[config.mk]
export PLATFORM = sky130hd
export DESIGN_NAME = multi_lane_fifo
export DESIGN_NICKNAME = d
export VERILOG_FILES = /design/src/rtl/fifo_pkg.sv /design/src/rtl/lane_regfile.sv /design/src/rtl/multi_lane_fifo.sv
export SDC_FILE = /design/constraint.sdc
export NUM_CORES = 1
export LEC_CHECK = 0
export ABC_AREA = 1
export CELL_PAD_IN_SITES_DETAIL_PLACEMENT = 1
export CELL_PAD_IN_SITES_GLOBAL_PLACEMENT = 2
export CORE_UTILIZATION = 36
export CTS_CLUSTER_DIAMETER = 80
export DETAILED_ROUTE_END_ITERATION = 10
export PLACE_DENSITY = 0.92
export RECOVER_POWER = 100
export SYNTH_ARGS = -nofsm -noshare
export SYNTH_HDL_FRONTEND = slang
export SYNTH_SLANG_ARGS = --single-unit
[constraint.sdc]
create_clock -name clk -period 6.22 [get_ports clk]
set_input_delay 0.933 -clock clk [delete_from_list [all_inputs] [get_ports clk]]
set_output_delay 0.933 -clock clk [all_outputs]
set_load 0.005 [all_outputs]
[src/rtl/fifo_pkg.sv]
// Shared width helpers and modular pointer arithmetic for the multi-lane FIFO.
//   calc_aw   : address width for DEPTH slots (at least 1 bit)
//   calc_cw   : width able to hold 0..DEPTH
//   calc_wcw  : width able to hold 0..PAR_WRITE
//   calc_rcw  : width able to hold 0..PAR_READ
//   wrap_add  : (ptr + n) folded back into 0..depth-1, valid for n <= depth
package fifo_pkg;

  function automatic int calc_aw(input int depth);
    return (depth > 1) ? $clog2(depth) : 1;
  endfunction

  function automatic int calc_cw(input int depth);
    return $clog2(depth + 1);
  endfunction

  function automatic int calc_wcw(input int par_write);
    return $clog2(par_write + 1);
  endfunction

  function automatic int calc_rcw(input int par_read);
    return $clog2(par_read + 1);
  endfunction

  // Single conditional subtract is enough because ptr < depth and n <= depth.
  function automatic int wrap_add(input int ptr, input int n, input int depth);
    int s;
    s = ptr + n;
    return (s >= depth) ? (s - depth) : s;
  endfunction

endpackage

[src/rtl/lane_regfile.sv]
// DEPTH x DATA_WIDTH storage with PAR_WRITE wrapped write ports and
// PAR_READ wrapped combinational read ports. Storage is not reset.
//   clk     : clock
//   lane_we : per-lane write enable, lane i writes slot (wptr + i) mod DEPTH
//   wptr    : base write address
//   wdata   : PAR_WRITE packed words, lane 0 in LSBs
//   rptr    : base read address
//   rdata   : PAR_READ packed words, lane j = slot (rptr + j) mod DEPTH
module lane_regfile
  import fifo_pkg::*;
#(
  parameter int DATA_WIDTH = 16,
  parameter int PAR_WRITE  = 2,
  parameter int PAR_READ   = 3,
  parameter int DEPTH      = 8,
  localparam int AW        = calc_aw(DEPTH)
) (
  input  logic                           clk,
  input  logic [PAR_WRITE-1:0]           lane_we,
  input  logic [AW-1:0]                  wptr,
  input  logic [PAR_WRITE*DATA_WIDTH-1:0] wdata,
  input  logic [AW-1:0]                  rptr,
  output logic [PAR_READ*DATA_WIDTH-1:0]  rdata
);

  logic [DATA_WIDTH-1:0] mem [DEPTH];

  // Enabled lanes always target distinct slots, so no write collision.
  always_ff @(posedge clk) begin
    for (int i = 0; i < PAR_WRITE; i++) begin
      if (lane_we[i]) begin
        mem[AW'(wrap_add(int'(wptr), i, DEPTH))] <= wdata[i*DATA_WIDTH +: DATA_WIDTH];
      end
    end
  end

  always_comb begin
    rdata = '0;
    for (int j = 0; j < PAR_READ; j++) begin
      rdata[j*DATA_WIDTH +: DATA_WIDTH] = mem[AW'(wrap_add(int'(rptr), j, DEPTH))];
    end
  end

endmodule

[src/rtl/multi_lane_fifo.sv]
// Circular FIFO accepting 1..PAR_WRITE words and delivering 1..PAR_READ words
// per beat. Exact occupancy is tracked so every slot is usable.
//   clk, rstn        : clock, asynchronous active-low reset
//   clear            : synchronous flush of pointers, count and error flags
//   wen/wcount/din   : write request, word count, packed words (lane 0 oldest)
//   wready           : room for a full PAR_WRITE beat
//   ren/rcount       : read request and pop count
//   dout/rvalid      : head words (first-word-fall-through), valid lane count
//   count            : occupancy
//   full/empty/almost_full/almost_empty : combinational from count
//   overflow_err/underflow_err          : sticky rejected write/read
module multi_lane_fifo
  import fifo_pkg::*;
#(
  parameter int DATA_WIDTH = 16,
  parameter int PAR_WRITE  = 2,
  parameter int PAR_READ   = 3,
  parameter int DEPTH      = 8,
  parameter int AF_LEVEL   = DEPTH - 1,
  parameter int AE_LEVEL   = 1,
  localparam int AW        = calc_aw(DEPTH),
  localparam int CW        = calc_cw(DEPTH),
  localparam int WCW       = calc_wcw(PAR_WRITE),
  localparam int RCW       = calc_rcw(PAR_READ)
) (
  input  logic                            clk,
  input  logic                            rstn,
  input  logic                            clear,
  input  logic                            wen,
  input  logic [WCW-1:0]                  wcount,
  input  logic [PAR_WRITE*DATA_WIDTH-1:0] din,
  output logic                            wready,
  input  logic                            ren,
  input  logic [RCW-1:0]                  rcount,
  output logic [PAR_READ*DATA_WIDTH-1:0]  dout,
  output logic [RCW-1:0]                  rvalid,
  output logic [CW-1:0]                   count,
  output logic                            full,
  output logic                            empty,
  output logic                            almost_full,
  output logic                            almost_empty,
  output logic                            overflow_err,
  output logic                            underflow_err
);

  logic [AW-1:0]        wptr, rptr;
  logic [AW-1:0]        wptr_nxt, rptr_nxt;
  logic [AW:0]          wsum, rsum;
  logic [CW-1:0]        cnt, cnt_nxt, space;
  logic [CW-1:0]        wc_ext, rc_ext;
  logic                 wr_acc, rd_acc;
  logic                 ovf, udf;
  logic [PAR_WRITE-1:0] lane_we;

  assign wc_ext = CW'(wcount);
  assign rc_ext = CW'(rcount);
  assign space  = CW'(DEPTH) - cnt;

  // Acceptance uses the pre-edge count only; a read never sees a same-cycle write.
  assign wr_acc = wen && (wcount != '0) && (wcount <= WCW'(PAR_WRITE)) && (wc_ext <= space);
  assign rd_acc = ren && (rcount != '0) && (rcount <= RCW'(PAR_READ)) && (rc_ext <= cnt);

  // AW+1 bits hold ptr + n without overflow since ptr < DEPTH <= 2**AW and n <= DEPTH.
  assign wsum     = {1'b0, wptr} + (AW+1)'(wcount);
  assign rsum     = {1'b0, rptr} + (AW+1)'(rcount);
  assign wptr_nxt = (wsum >= (AW+1)'(DEPTH)) ? AW'(wsum - (AW+1)'(DEPTH)) : wsum[AW-1:0];
  assign rptr_nxt = (rsum >= (AW+1)'(DEPTH)) ? AW'(rsum - (AW+1)'(DEPTH)) : rsum[AW-1:0];

  assign cnt_nxt = cnt + (wr_acc ? wc_ext : '0) - (rd_acc ? rc_ext : '0);

  always_ff @(posedge clk or negedge rstn) begin
    if (!rstn) begin
      wptr <= '0;
      rptr <= '0;
      cnt  <= '0;
      ovf  <= 1'b0;
      udf  <= 1'b0;
    end else if (clear) begin
      wptr <= '0;
      rptr <= '0;
      cnt  <= '0;
      ovf  <= 1'b0;
      udf  <= 1'b0;
    end else begin
      if (wr_acc) wptr <= wptr_nxt;
      if (rd_acc) rptr <= rptr_nxt;
      cnt <= cnt_nxt;
      if (wen && !wr_acc) ovf <= 1'b1;
      if (ren && !rd_acc) udf <= 1'b1;
    end
  end

  // Lanes at or beyond wcount are dropped; clear discards the whole beat.
  always_comb begin
    lane_we = '0;
    for (int i = 0; i < PAR_WRITE; i++) begin
      lane_we[i] = wr_acc && !clear && (WCW'(i) < wcount);
    end
  end

  lane_regfile #(
    .DATA_WIDTH (DATA_WIDTH),
    .PAR_WRITE  (PAR_WRITE),
    .PAR_READ   (PAR_READ),
    .DEPTH      (DEPTH)
  ) u_regfile (
    .clk     (clk),
    .lane_we (lane_we),
    .wptr    (wptr),
    .wdata   (din),
    .rptr    (rptr),
    .rdata   (dout)
  );

  assign count         = cnt;
  assign wready        = (space >= CW'(PAR_WRITE));
  assign rvalid        = (cnt >= CW'(PAR_READ)) ? RCW'(PAR_READ) : RCW'(cnt);
  assign full          = (cnt == CW'(DEPTH));
  assign empty         = (cnt == '0);
  assign almost_full   = (cnt >= CW'(AF_LEVEL));
  assign almost_empty  = (cnt <= CW'(AE_LEVEL));
  assign overflow_err  = ovf;
  assign underflow_err = udf;

endmodule

Word-level counts from Yosys, hierarchy flattened:

Memories as Yosys holds them, arrays and structs flattened.
Cells that the tools add are included.

* reduce and logical (&&, ||, !) cells: 21
* equal/unequal tests: 1
* multiplexer cells: 23
* $lt $le $gt $ge: 17
* $add $sub $neg: 15

Operator list (number)
* $mux W3: 11
* $sub A3 B1 Y3 const B: 7
* $ge A4 B4 Y1 const B: 5
* $reduce_bool A2 Y1: 6
* $logic_and A1 B1 Y1: 11
* $add A3 B1 Y4 const B: 2
* $add A3 B2 Y4: 2
* $ge A3 B4 Y1 const B: 2
* $ge A4 B2 Y1 const B: 2
* $le A2 B4 Y1: 2
* $mux W1: 8
* $mux W2: 3
* $add A3 B2 Y4 const B: 1
* $add A4 B2 Y4: 1
* $eq A4 B4 Y1 const B: 1
* $ge A4 B3 Y1 const B: 1
* $le A2 B2 Y1 const B: 2
* $le A4 B1 Y1 const B: 1
* $logic_not A4 Y1: 1
* $lt A1 B2 Y1 const A: 2
* $mux W4: 1
* $sub A4 B2 Y4: 1
* $sub A4 B4 Y4 const A: 1
* $logic_not A1 Y1: 3

* word-level logic and storage cells: 83
* memories: 1
* output and inout bits: 61
* RAM bits: 128
* flip-flop bits (word level): 12

Memories
* u_regfile.mem: depth 8, width 16, rd ports 3, clocked after Yosys merged registers in 0, wr ports 2, line lane_regfile.sv:26 `logic [DATA_WIDTH-1:0] mem [DEPTH];`

Logic depth before layout (Yosys ltp):

* depth in word-level cells: 8
* mapped depth: 18
* mapped depth without buffers: 17

Cells and area by module:

From an unflattened synthesis, not the netlist that was laid out.

* cell total of the unflattened synthesis: 1549
* area total of the unflattened synthesis: 10655.2 µm²

By module, submodules not included
* lane_regfile: instances 1, sequential area each 3843.7 µm², cells each 1420, area an instance 9555.4 µm²
* multi_lane_fifo: instances 1, sequential area each 300.3 µm², cells each 129, area an instance 1099.8 µm²

Least setup slack after synthesis:

No wires, ideal clock.

* kind: input port to flip-flop
* start point: in wcount[1]
* end point: reg cnt[3], in the netlist count[3]
* required time: 6.143 ns
* arrival time: 3.215 ns
* setup time: 0.077 ns
* buffers on the path: 1
* cell stages on the path: 15
* path slack: 2.928 ns
* path through: ha_1 -> inv_1 -> nor2_1 -> o21ai_1 -> nor2_2 -> nor2_4 -> buf_6 -> nand2_1 -> fa_1 -> inv_1 -> ha_1 -> a21o_1 -> a21oi_1 -> o21ai_0 -> a21oi_1

* longest elaborated chain between the ends: 8
* elaborated cells between the ends (all ways): 10
* those cells by class: 2 x add/sub; 2 x order compare; 2 x mux; 4 x reduce/logical

Ends and longest elaborated chain
* start, declared: line multi_lane_fifo.sv:30 `input logic [WCW-1:0] wcount,`
* parallel branches: the longest is 4 deep, another holds $le A2 B4 Y1
* $mux W2 (*): line multi_lane_fifo.sv:69 `assign cnt_nxt = cnt + (wr_acc ? wc_ext : '0) - (rd_acc ? rc_ext : '0);`
* $add A4 B2 Y4 (*): line multi_lane_fifo.sv:69
* $sub A4 B2 Y4 (*): line multi_lane_fifo.sv:69
* $mux W4 (*): line multi_lane_fifo.sv:78 `end else if (clear) begin`
* end signal, assigned: line multi_lane_fifo.sv:87 `cnt <= cnt_nxt;`
* end, declared: line multi_lane_fifo.sv:49 `logic [CW-1:0] cnt, cnt_nxt, space;`

Every way passes the cells marked *.
A chain may end at the register's enable or synchronous reset.

Final worst setup path:

* start point: reg rptr[0]
* end point: out dout[38]

* longest elaborated chain between the ends: 4
* elaborated cells between the ends (all ways): 5
* those cells by class: 2 x add/sub; 1 x order compare; 1 x mux; 1 x memory

Ends and longest elaborated chain
* start, declared: line multi_lane_fifo.sv:46 `logic [AW-1:0] wptr, rptr;`
* start signal, assigned: line multi_lane_fifo.sv:86 `if (rd_acc) rptr <= rptr_nxt;`
* $add A3 B2 Y4 (*): line fifo_pkg.sv:28 `s = ptr + n;`
* $ge A4 B4 Y1 or $sub A3 B1 Y3 (tied branches): line fifo_pkg.sv:29 `return (s >= depth) ? (s - depth) : s;`
* $mux W3 (*): line fifo_pkg.sv:29
* $mem_v2 Z8 W16 (*)
* end, declared: line multi_lane_fifo.sv:35 `output logic [PAR_READ*DATA_WIDTH-1:0] dout,`

Every way passes the cells marked *; elsewhere a longest branch is shown, timed or not.

==> metrics.md <==
| Metric | Value |
|---|---|
| EDFF count, synth | `128` |
| Pint | `about 2500 uW` |
| Iter 0 DRT Violations | `843` |
| H-tree depth | `4` |
| Most common cell after layout, fill and taps aside | `nand2_1` |
| Maximum vdd drop | `201 uV` |
| Commonest cells after routing, fill and taps aside | `nand2_1 (499), nand3_1 (141), edfxtp_1 (128)` |
| All-Layer GR Usage | `0.244` |
| Routability cong. | `0.812` |
| Crit. End Element | `output port` |
| Clock Power Share | `0.249` |
| Clock transition at path regs | `about 60 ps` |
| Seq pwr share | `0.283` |
| Status | `finished clean` |
| Register area | `0.00415 mm^2` |
| Crit start category | `register` |
| Yosys cell types | `36` |
| Syn Area/Cell | `between 7 and 8 um^2` |
| Hold crit path type | `reg2reg` |
| # IOs | `102` |
| Tmin final | `4800 ps` |
| Routed WL | `34,100 um` |
| Max stage delay on crit path | `750 ps` |
| Grt total ovfl | `0` |
| Cell family with most CP delay | `buffers and inverters` |
| Multi-input gate area | `about 0.0047 mm^2` |
| Syn_nets | `1,391` |
| First-pass GRT wire length | `53,000 um` |
| Crit Path Max Fanout | `100` |
| Fin crit share | `0.772` |
| MaxCap Viol Count | `0` |
| Cell Chain, Critical Path | `buf_4 -> buf_4 -> o21ai_0 -> nand2_1 -> nand4_1 -> dlygate4sd3_1` |
| Finish-stage setup viols | `0` |
| Vias per cell | `5.39` |
| Largest net degree at the start of global routing | `129` |
| First-pass DRT Iterations | `7` |
| Sequential area share after synthesis | `0.415` |
| Root Buffer | `clkbuf_16` |
| P per Cell Area | `363 mW/mm^2` |
| CTS Sinks | `140` |
| Post_cts resized | `0` |
| Initial antenna violation count | `1` |
| CP required | `between 5000 and 6000 ps` |
| CTS tree | `built` |
| Post-Syn Area | `between 0.009 and 0.01 mm^2` |
| Final core occ | `0.418` |
| Top_reg_cell synth | `edfxtp_1` |
| Vias in the first global route | `8,891` |
| Worst-skew pair later-pin latency | `430 ps` |
| DP HPWL | `25,300 um` |
| Slowest CP cell | `dfrtp_4` |
| Ant diodes | `0` |
| Area of the core | `0.0271 mm^2` |
| Most frequent CP cell | `buf_4` |
| Routed Antenna Nets | `0` |
| Total power draw | `4110 uW` |
| Unrepaired setup endpoints after global routing | `false` |
| Setup repair bufs after CTS | `0` |
| Remaining DRCs | `0` |
| Mapped Cells | `1,325` |
| Flops & latches, synth | `140` |
| Hold buffers post-CTS | `0` |
| Port bufs | `approximately 100` |
| Row cnt | `60` |
| Die H | `169 um` |
| LEAKAGE | `between 0.004 and 0.005 uW` |
| Worst clock skew | `7.29 ps` |
| Max_slew headroom | `0.309` |
| NumNets Final | `1,406` |
| Area delta synth->final | `13.3%` |
| WS Path Type | `reg2out` |
| Worst Path Arrival | `3870 ps` |
| Final hold vios | `0` |
| Combinational share of power | `0.468` |
| CTS Buf Count | `17` |
| WP buf/inv | `3` |
| FMAX | `208 MHz` |
| Die Width | `about 170 um` |
| Initial Util | `0.368` |
| Synth warn | `0` |
| Net Sw Frac | `0.394` |
| DIE AREA | `0.0284 mm^2` |
| Worst Tran Pin Value | `roughly 1000 ps` |
| Final Max Slew Viols | `0` |
| WL/cell | `between 15 and 20 um` |
| Number of vias after detailed routing | `approximately 9,300` |
| Fraction of registers with async set/reset | `0.0857` |
| Share of cells above drive strength 1 | `0.0436` |
| P_sw | `1620 uW` |
| Fill count | `~3,400` |
| Maximum root-to-sink buffer count | `2` |
| Setup TNS | `0 ps` |
==> synthesized netlist by cell type (3+ instances only) <==
library cell / instances / share of area
dfrtp_1: 12 / 0.030
mux2i_1: 6 / 0.0060
a21oi_1: 43 / 0.022
nand3_1: 141 / 0.071
fa_1: 4 / 0.0080
nand4_1: 20 / 0.013
nand4_4: 8 / 0.017
a31oi_1: 11 / 0.0069
o22ai_1: 6 / 0.0038
nor2_1: 55 / 0.021
inv_2: 4 / 0.0015
buf_4: 13 / 0.0098
buf_6: 22 / 0.025
buf_2: 42 / 0.021
nand2_1: 499 / 0.19
edfxtp_1: 128 / 0.38
a211o_1: 4 / 0.0035
buf_1: 5 / 0.0019
inv_1: 80 / 0.030
ha_1: 21 / 0.026
nor2_4: 5 / 0.0056
nor2_2: 7 / 0.0044
clkbuf_1: 31 / 0.012
a32oi_1: 5 / 0.0044
o21ai_0: 120 / 0.060
o211ai_1: 17 / 0.013
clkinv_1: 3 / 0.0011
==> worst register-to-register path, delay by kind of cell (launching register included) <==
family	cells	cell delay [ps]
flops	1	570
xor+xnor	1	230
simple gates	4	2850
fa+ha+maj	1	340
==> power groups by stage <==
stage / Sequential (uW) / Clock [uW] / Combinational (uW)
3_5_place_dp: 1190 / 0 / 2050
5_1_grt: 1170 / 1060 / 2150
3_3_place_gp: 1180 / 0 / 2000
6_report: 1170 / 1020 / 1920
4_1_cts: 1170 / 1030 / 2060
2_1_floorplan: 1140 / 0 / 1200
==> metrics by stage <==
| stage | worst slack (ps) | hold WS, ps | instance area (um^2) | std cells |
|---|---|---|---|---|
| floorplan | 2930 | 476 | 9990 | 1325 |
| global placement | 1850 | 473 | 10900 | 1693 |
| detailed placement | 1740 | 495 | 10900 | 1693 |
| CTS | 1570 | 509 | 11500 | 1725 |
| global route | 1150 | 527 | 11300 | 1725 |
| finish | 1420 | 495 | 11300 | 1725 |
==> cell families after synthesis <==
kind of cell	Yosys count	synth area share
compound gates	211	0.117
fa+ha+maj	25	0.0343
mux	6	0.00601
flops	140	0.415
simple gates	739	0.322
xor+xnor	4	0.00426
buf+inv	200	0.102
==> metal layers <==
| layer | GRT usage | vias up | share of wire |
|---|---|---|---|
| li1 | - | 4447 | - |
| met1 | 0.366 | 4535 | 0.49 |
| met2 | 0.359 | 293 | 0.43 |
| met3 | 0.0500 | 28 | 0.074 |
| met4 | 0.0545 | 0 | 0.011 |
| met5 | 0 | - | 0 |
==> state kept, by name, summed over array words and instances, names as in the netlist <==
| name | cells |
|---|---|
| u_regfile.mem | 128 |
| count | 4 |
| rptr | 3 |
| wptr | 3 |
| overflow_err | 1 |
| underflow_err | 1 |
==> cell type report <==
cell class,instances,share of cell area
Tap cell,372,0.0411
Multi-Input combinational cell,985,0.416
Sequential cell,140,0.366
Clock buffer,17,0.0376
Timing Repair Buffer,109,0.0954
Inverter,87,0.0289
Clock inverter,15,0.0145
==> path summary, 6_finish.rpt <==
path                                from                   to  slack, ps  cells after the start
max                              rptr[0]             dout[38]       1420                      6
min                        underflow_err        underflow_err        490                      2
max reg2reg                      wptr[0]  u_regfile.mem[2][4]       1840                      6
min reg2reg                underflow_err        underflow_err        490                      2
max in group asynchronous           rstn              rptr[0]       4760                      1
min in group asynchronous           rstn             count[0]        970                      1
Power figures use the tool's default switching activity.
